<file path="config.mk">
export PLATFORM = sky130hd
export DESIGN_NAME = instr_mem_loadable
export DESIGN_NICKNAME = d
export VERILOG_FILES = /design/src/rtl/instr_mem_pkg.sv /design/src/rtl/instr_mem_loadable_ram.sv /design/src/rtl/instr_mem_loadable.sv
export SDC_FILE = /design/constraint.sdc
export NUM_CORES = 2
export LEC_CHECK = 0
export ABC_CLOCK_PERIOD_IN_PS = 5830
export BUFFER_PORTS_ARGS = -buffer_cell sky130_fd_sc_hd__buf_2
export CORE_MARGIN = 5
export CORE_UTILIZATION = 51
export CTS_CLUSTER_SIZE = 16
export DETAILED_ROUTE_END_ITERATION = 8
export PLACE_DENSITY = 0.8
export SLEW_MARGIN = 20
export SYNTH_ARGS = -nofsm -noshare
export SYNTH_HDL_FRONTEND = slang
export SYNTH_SLANG_ARGS = --single-unit
</file>
<file path="constraint.sdc">
create_clock -name clk -period 5.83 [get_ports clk]
set_clock_uncertainty 0.1 [all_clocks]
set_input_delay 0.2915 -clock clk [delete_from_list [all_inputs] [get_ports clk]]
set_output_delay 0.2915 -clock clk [all_outputs]
set_load 0.05 [all_outputs]
</file>
<file path="src/rtl/instr_mem_pkg.sv">
// Shared definitions for the loadable instruction memory: HALT encoding and
// the control state enumeration.
package instr_mem_pkg;

    localparam logic [3:0]  OP_HALT       = 4'b1111;
    localparam logic [15:0] HALT_WORD_DEF = {OP_HALT, 12'h000};

    typedef enum logic [1:0] {
        ST_FILL = 2'd0,
        ST_IDLE = 2'd1,
        ST_LOAD = 2'd2
    } state_t;

endpackage

</file>
<file path="src/rtl/instr_mem_loadable_ram.sv">
// Synchronous RAM: one write port, one registered read port. Contents are
// not reset; the owner rewrites every word after reset.
module instr_ram #(
    parameter int DATA_W = 16,
    parameter int ADDR_W = 8,
    parameter int DEPTH  = 256
) (
    input  logic              clk,
    input  logic              we,
    input  logic [ADDR_W-1:0] waddr,
    input  logic [DATA_W-1:0] wdata,
    input  logic              re,
    input  logic [ADDR_W-1:0] raddr,
    output logic [DATA_W-1:0] rdata
);

    logic [DATA_W-1:0] mem [DEPTH];

    always_ff @(posedge clk) begin
        if (we) begin
            mem[waddr] <= wdata;
        end
        if (re) begin
            rdata <= mem[raddr];
        end
    end

endmodule

</file>
<file path="src/rtl/instr_mem_loadable.sv">
// Run-time loadable instruction memory: HALT fill after reset, sequential
// load stream, one-cycle-latency fetch port.
//
// Handshakes: a load word transfers on a rising edge where load_valid and
// load_ready are both high; a fetch is accepted on a rising edge where
// fetch_req and fetch_ready are both high, and answers with a one-cycle
// fetch_valid pulse on the following cycle. Ready signals depend on state only.
module instr_mem_loadable
    import instr_mem_pkg::*;
#(
    parameter int                DATA_W    = 16,
    parameter int                ADDR_W    = 8,
    parameter int                DEPTH     = 256,
    parameter logic [DATA_W-1:0] HALT_WORD = DATA_W'(HALT_WORD_DEF)
) (
    input  logic              clk,
    input  logic              rst,
    input  logic              load_start,
    input  logic              load_valid,
    input  logic [DATA_W-1:0] load_data,
    input  logic              load_last,
    output logic              load_ready,
    output logic              load_done,
    output logic              load_full,
    input  logic              fetch_req,
    input  logic [ADDR_W-1:0] fetch_addr,
    output logic              fetch_ready,
    output logic              fetch_valid,
    output logic [DATA_W-1:0] fetch_instr,
    output logic              fetch_err,
    output logic              busy,
    output state_t            state_dbg
);

    localparam logic [ADDR_W-1:0] LAST_ADDR = ADDR_W'(DEPTH - 1);
    localparam logic [ADDR_W:0]   DEPTH_X   = (ADDR_W + 1)'(DEPTH);

    state_t            state, state_n;
    logic [ADDR_W-1:0] fill_ptr, wr_ptr;
    logic              ram_we;
    logic [ADDR_W-1:0] ram_waddr;
    logic [DATA_W-1:0] ram_wdata, ram_rdata;
    logic              load_acc, load_end;
    logic              fetch_acc, fetch_oor;
    logic              sel_halt;

    assign fetch_oor = ({1'b0, fetch_addr} >= DEPTH_X);
    assign fetch_acc = fetch_req & (state == ST_IDLE);
    assign load_acc  = load_valid & (state == ST_LOAD);

    always_comb begin
        state_n   = state;
        ram_we    = 1'b0;
        ram_waddr = fill_ptr;
        ram_wdata = HALT_WORD;
        load_end  = 1'b0;
        case (state)
            ST_FILL: begin
                ram_we = 1'b1;
                if (fill_ptr == LAST_ADDR) begin
                    state_n = ST_IDLE;
                end
            end
            ST_IDLE: begin
                if (load_start) begin
                    state_n = ST_LOAD;
                end
            end
            ST_LOAD: begin
                ram_waddr = wr_ptr;
                ram_wdata = load_data;
                if (load_acc) begin
                    ram_we = 1'b1;
                    if (load_last || (wr_ptr == LAST_ADDR)) begin
                        load_end = 1'b1;
                        state_n  = ST_IDLE;
                    end
                end
            end
            default: state_n = ST_FILL;
        endcase
        // The fill that follows reset rewrites everything, so suppress writes during it.
        if (rst) begin
            ram_we = 1'b0;
        end
    end

    always_ff @(posedge clk) begin
        if (rst) begin
            state       <= ST_FILL;
            fill_ptr    <= '0;
            wr_ptr      <= '0;
            load_done   <= 1'b0;
            load_full   <= 1'b0;
            fetch_valid <= 1'b0;
            fetch_err   <= 1'b0;
            sel_halt    <= 1'b1;
        end else begin
            state <= state_n;
            if (state == ST_FILL) begin
                fill_ptr <= fill_ptr + ADDR_W'(1);
            end
            if ((state == ST_IDLE) && load_start) begin
                wr_ptr <= '0;
            end else if (load_acc) begin
                wr_ptr <= wr_ptr + ADDR_W'(1);
            end
            load_done   <= load_end;
            load_full   <= load_end & ~load_last;
            fetch_valid <= fetch_acc;
            fetch_err   <= fetch_acc & fetch_oor;
            if (fetch_acc) begin
                sel_halt <= fetch_oor;
            end
        end
    end

    // The RAM read register only moves on in-range fetches, so the output
    // holds its value between responses; sel_halt covers reset and misses.
    assign fetch_instr = sel_halt ? HALT_WORD : ram_rdata;
    assign fetch_ready = (state == ST_IDLE);
    assign load_ready  = (state == ST_LOAD);
    assign busy        = (state != ST_IDLE);
    assign state_dbg   = state;

    instr_ram #(
        .DATA_W(DATA_W),
        .ADDR_W(ADDR_W),
        .DEPTH (DEPTH)
    ) u_ram (
        .clk  (clk),
        .we   (ram_we),
        .waddr(ram_waddr),
        .wdata(ram_wdata),
        .re   (fetch_acc & ~fetch_oor),
        .raddr(fetch_addr),
        .rdata(ram_rdata)
    );

endmodule

</file>
==> impl_metrics.ini <==
[clock_tree]
cts_tree = yes
clkTransAtPathRegs_ns = 0.07
clock-root-buffer = clkbuf_16
cts_max_path_buffers = 4
cts_made_buffers = 392
insertion_delay_ns = 0.91
ctsHtreeMaxLevel = 5
post_cts_resized = 0
hold_buffers = 14
post-cts-setup-buffers = 0
cts.sink_count = 4134

[critical_path]
required_ns = 6.26
crit_path_end_kind = flop
path_buf_inv = 3
crit_fanout = 19
path_common_cell = buf_4
critPathTopFamily = simple AND/OR/NAND/NOR gates
crit_arrival_ns = 5.49
cp_slowest_cell = nand3_1
worstPathCellList = nand2b_1 > clkinv_1 > o31ai_1 > nand3_1 > buf_4 > nor2_1 > buf_4
critPathMaxStageDelay_ns = 1.15
path_class = reg -> reg
startpoint_type = flop

[cells_and_area]
fill_cells = 20900
layout-drive-gt1-share_pct = 23.8
final-instance-count-excl-fill = 12500
fin_nets = 8031
syn_to_final_growth_pct = 12.4
final_common_cell = edfxtp_1
final_cell_mix = 4,112 x edfxtp_1, 824 x mux4_2, 514 x mux2i_1

[die]
die-area_um2 = 325000
io_pins = 55
fp.dieH_um = 570
core-area_um2 = 312000
start_util_pct = 51.2
fp-row-count = 205
die_x_um = 570

[placed_design]
place_inst = 11700
hpwl_um = 242000
portBuffers = 53
place_congestion = 0.959

[yosys]
synth_area_um2 = 160000
synth_xor_area_share_pct = 0.0602
synth_edf_count = 4112
synth.yosys.warnings = 0
ys_ff_latch = 4134
synth_compound_area_share_pct = 3.30
synth_simple_gate_area_share_pct = 2.34
yosysSeqAreaShare_pct = 77.5
synth_cells = 7556
synthAdderAreaFrac_pct = 0.0156
syn_area_per_cell_um2 = 21.2
synthDistinctLibCells = 64
synth.net_count = 7588
synth-async-reset-ratio_pct = 0
synthFlopType = edfxtp_1
synth_mux_area_share_pct = 15.2
synth_top_family_by_area = multiplexers

[global_route]
grt_pass1_wl_um = 614000
track_usage_pct = 26.2
antenna_found_initial = 33
grt_max_degree = 177
overflow = 0
grt_pass1_vias = 83800

[power_and_ir_drop]
power_density_nw_per_um2 = 331
p_switching_mw = 12.3
p_int_mw = 47.1
power_frac_seq_pct = 54.2
switching_share_pct = 20.7
leakage_nw = 64.2
clkPwrFrac_pct = 42.5
combPwrFrac_pct = 3.4
ir_worst_vdd_v = 0.000296

[routing]
ant_nets = 0
drcViolationCount = 0
drt-vias-per-instance = 6.84
vias = 85300
drt-pass1-iter-count = 9
routed_wl_um = 434000
wl_per_cell_um = 34.8
initialDrtViolationCount = 16500

[timing]
whs_ns = -0.0447
fmax_mhz = 198
min_period_over_period_pct = 86.7
finalMaxSlewViolations = 0
timing.slew.headroom_pct = 5.20
rsz0062_at_grt = false
timing.final.crit_period_ns = 5.06
timing_hold_violations_final = 9
finalSetupViolations = 0
worst_pin_slew_ns = 1.42

[status]
violations = hold timing
status = complete, but fails checks

[worst_hold_path]
hold_class = in -> reg

[flow_run]
cap_violations = 0
## logic make-up after synthesis
logic type,after synthesis
adder cells (fa/ha/maj),2
AND/OR/NAND/NOR,799
other,1
flip-flops,4134
AO/OA/AOI/OAI,742
XOR/XNOR,11
multiplexers,1398
buffers and inverters,469
## sequential cells by signal, indices dropped and copies added, names as in the netlist
name         count
u_ram.mem     4096
fetch_valid      1
fill_ptr         8
sel_halt         1
load_full        1
load_done        1
wr_ptr           8
u_ram.rdata     16
state_dbg        2
## metrics by stage
stage          setup WS, ns  utilization (%)  setup TNS (ns)  total power, mW  cell area, µm²
5_1_grt               0.645             57.6               0             60.9          180000
3_5_place_dp          0.983             53.5               0             34.7          167000
6_report              0.774             57.6               0             59.4          180000
3_3_place_gp           1.22             53.5               0             34.7          167000
4_1_cts               0.961             57.6               0             59.5          180000
2_1_floorplan       -0.0753                -         -133.87             34.1          160000
## power groups by stage
| stage | Clock [mW] | Combinational, mW | Sequential [mW] |
|---|---|---|---|
| floorplan | 0 | 1.30 | 32.8 |
| global placement | 0 | 1.88 | 32.8 |
| detailed placement | 0 | 1.91 | 32.8 |
| CTS | 25.3 | 1.96 | 32.2 |
| global route | 26.7 | 2.06 | 32.2 |
| finish | 25.2 | 2.00 | 32.2 |
## synthesized netlist by cell type (all sizes together), types with 15 or more instances
cell     number  area [µm²]
edfxtp     4112      123000
mux4        824       18600
mux2i       514        5140
nor2        332        1250
o22ai       232        1450
clkbuf      231         878
buf         230        1600
nor3        162         811
nand2       106         398
o221ai       98         858
o21ai        78         390
a221oi       72         631
a21oi        66         330
mux2         60         676
a22oi        50         375
nand3        37         185
a22o         31         272
a211oi       29         218
and2         29         181
a221o        24         240
dfxtp        22         440
a2111oi      19         188
nand4        18         113
nor2b        18         113
nor4         18         125
and3         15        93.8
## cell type report
cell class	count	area [µm²]	area share, %
clock buffers	485	10300	5.73
well taps	4140	5180	2.88
flip-flops and latches	4134	124000	68.9
inverters	8	42.5	0.0237
clock inverters	228	2280	1.27
diodes	15	37.5	0.0209
multi-input cells	2953	33700	18.7
repair buffers	510	4340	2.41
## metal layers
metal	up-vias	part of all wire [%]	GRT usage, %
met5	-	0.019	0
met4	14	6.4	13.7
li1	32700	-	-
met1	43400	33	34.7
met2	7904	47	40.3
met3	1233	14	7.09
## worst register-to-register path, stage by stage (launching register included)
cell and delay, ns:
dfxtp_1 0.47, nand2b_1 0.53, clkinv_1 0.43, o31ai_1 0.86
nand3_1 1.15, buf_4 0.58, nor2_1 0.21, buf_4 0.34
## final timing paths
| check | start | to | slack [ns] | depth (start not counted) |
|---|---|---|---|---|
| worst min-delay path | load_data[11] | u_ram.mem[157][11]$_DFFE_PP_ | -0.04 | 3 |
| worst min register to register | wr_ptr[1]$_SDFFE_PP0N_ | wr_ptr[1]$_SDFFE_PP0N_ | 0.46 | 2 |
| worst max register to register | state_dbg[0]$_SDFFE_PP0P_ | u_ram.mem[0][14]$_DFFE_PP_ | 0.77 | 7 |
| worst max-delay path | state_dbg[0]$_SDFFE_PP0P_ | u_ram.mem[0][14]$_DFFE_PP_ | 0.77 | 7 |
(Power assumes the default switching activity.)
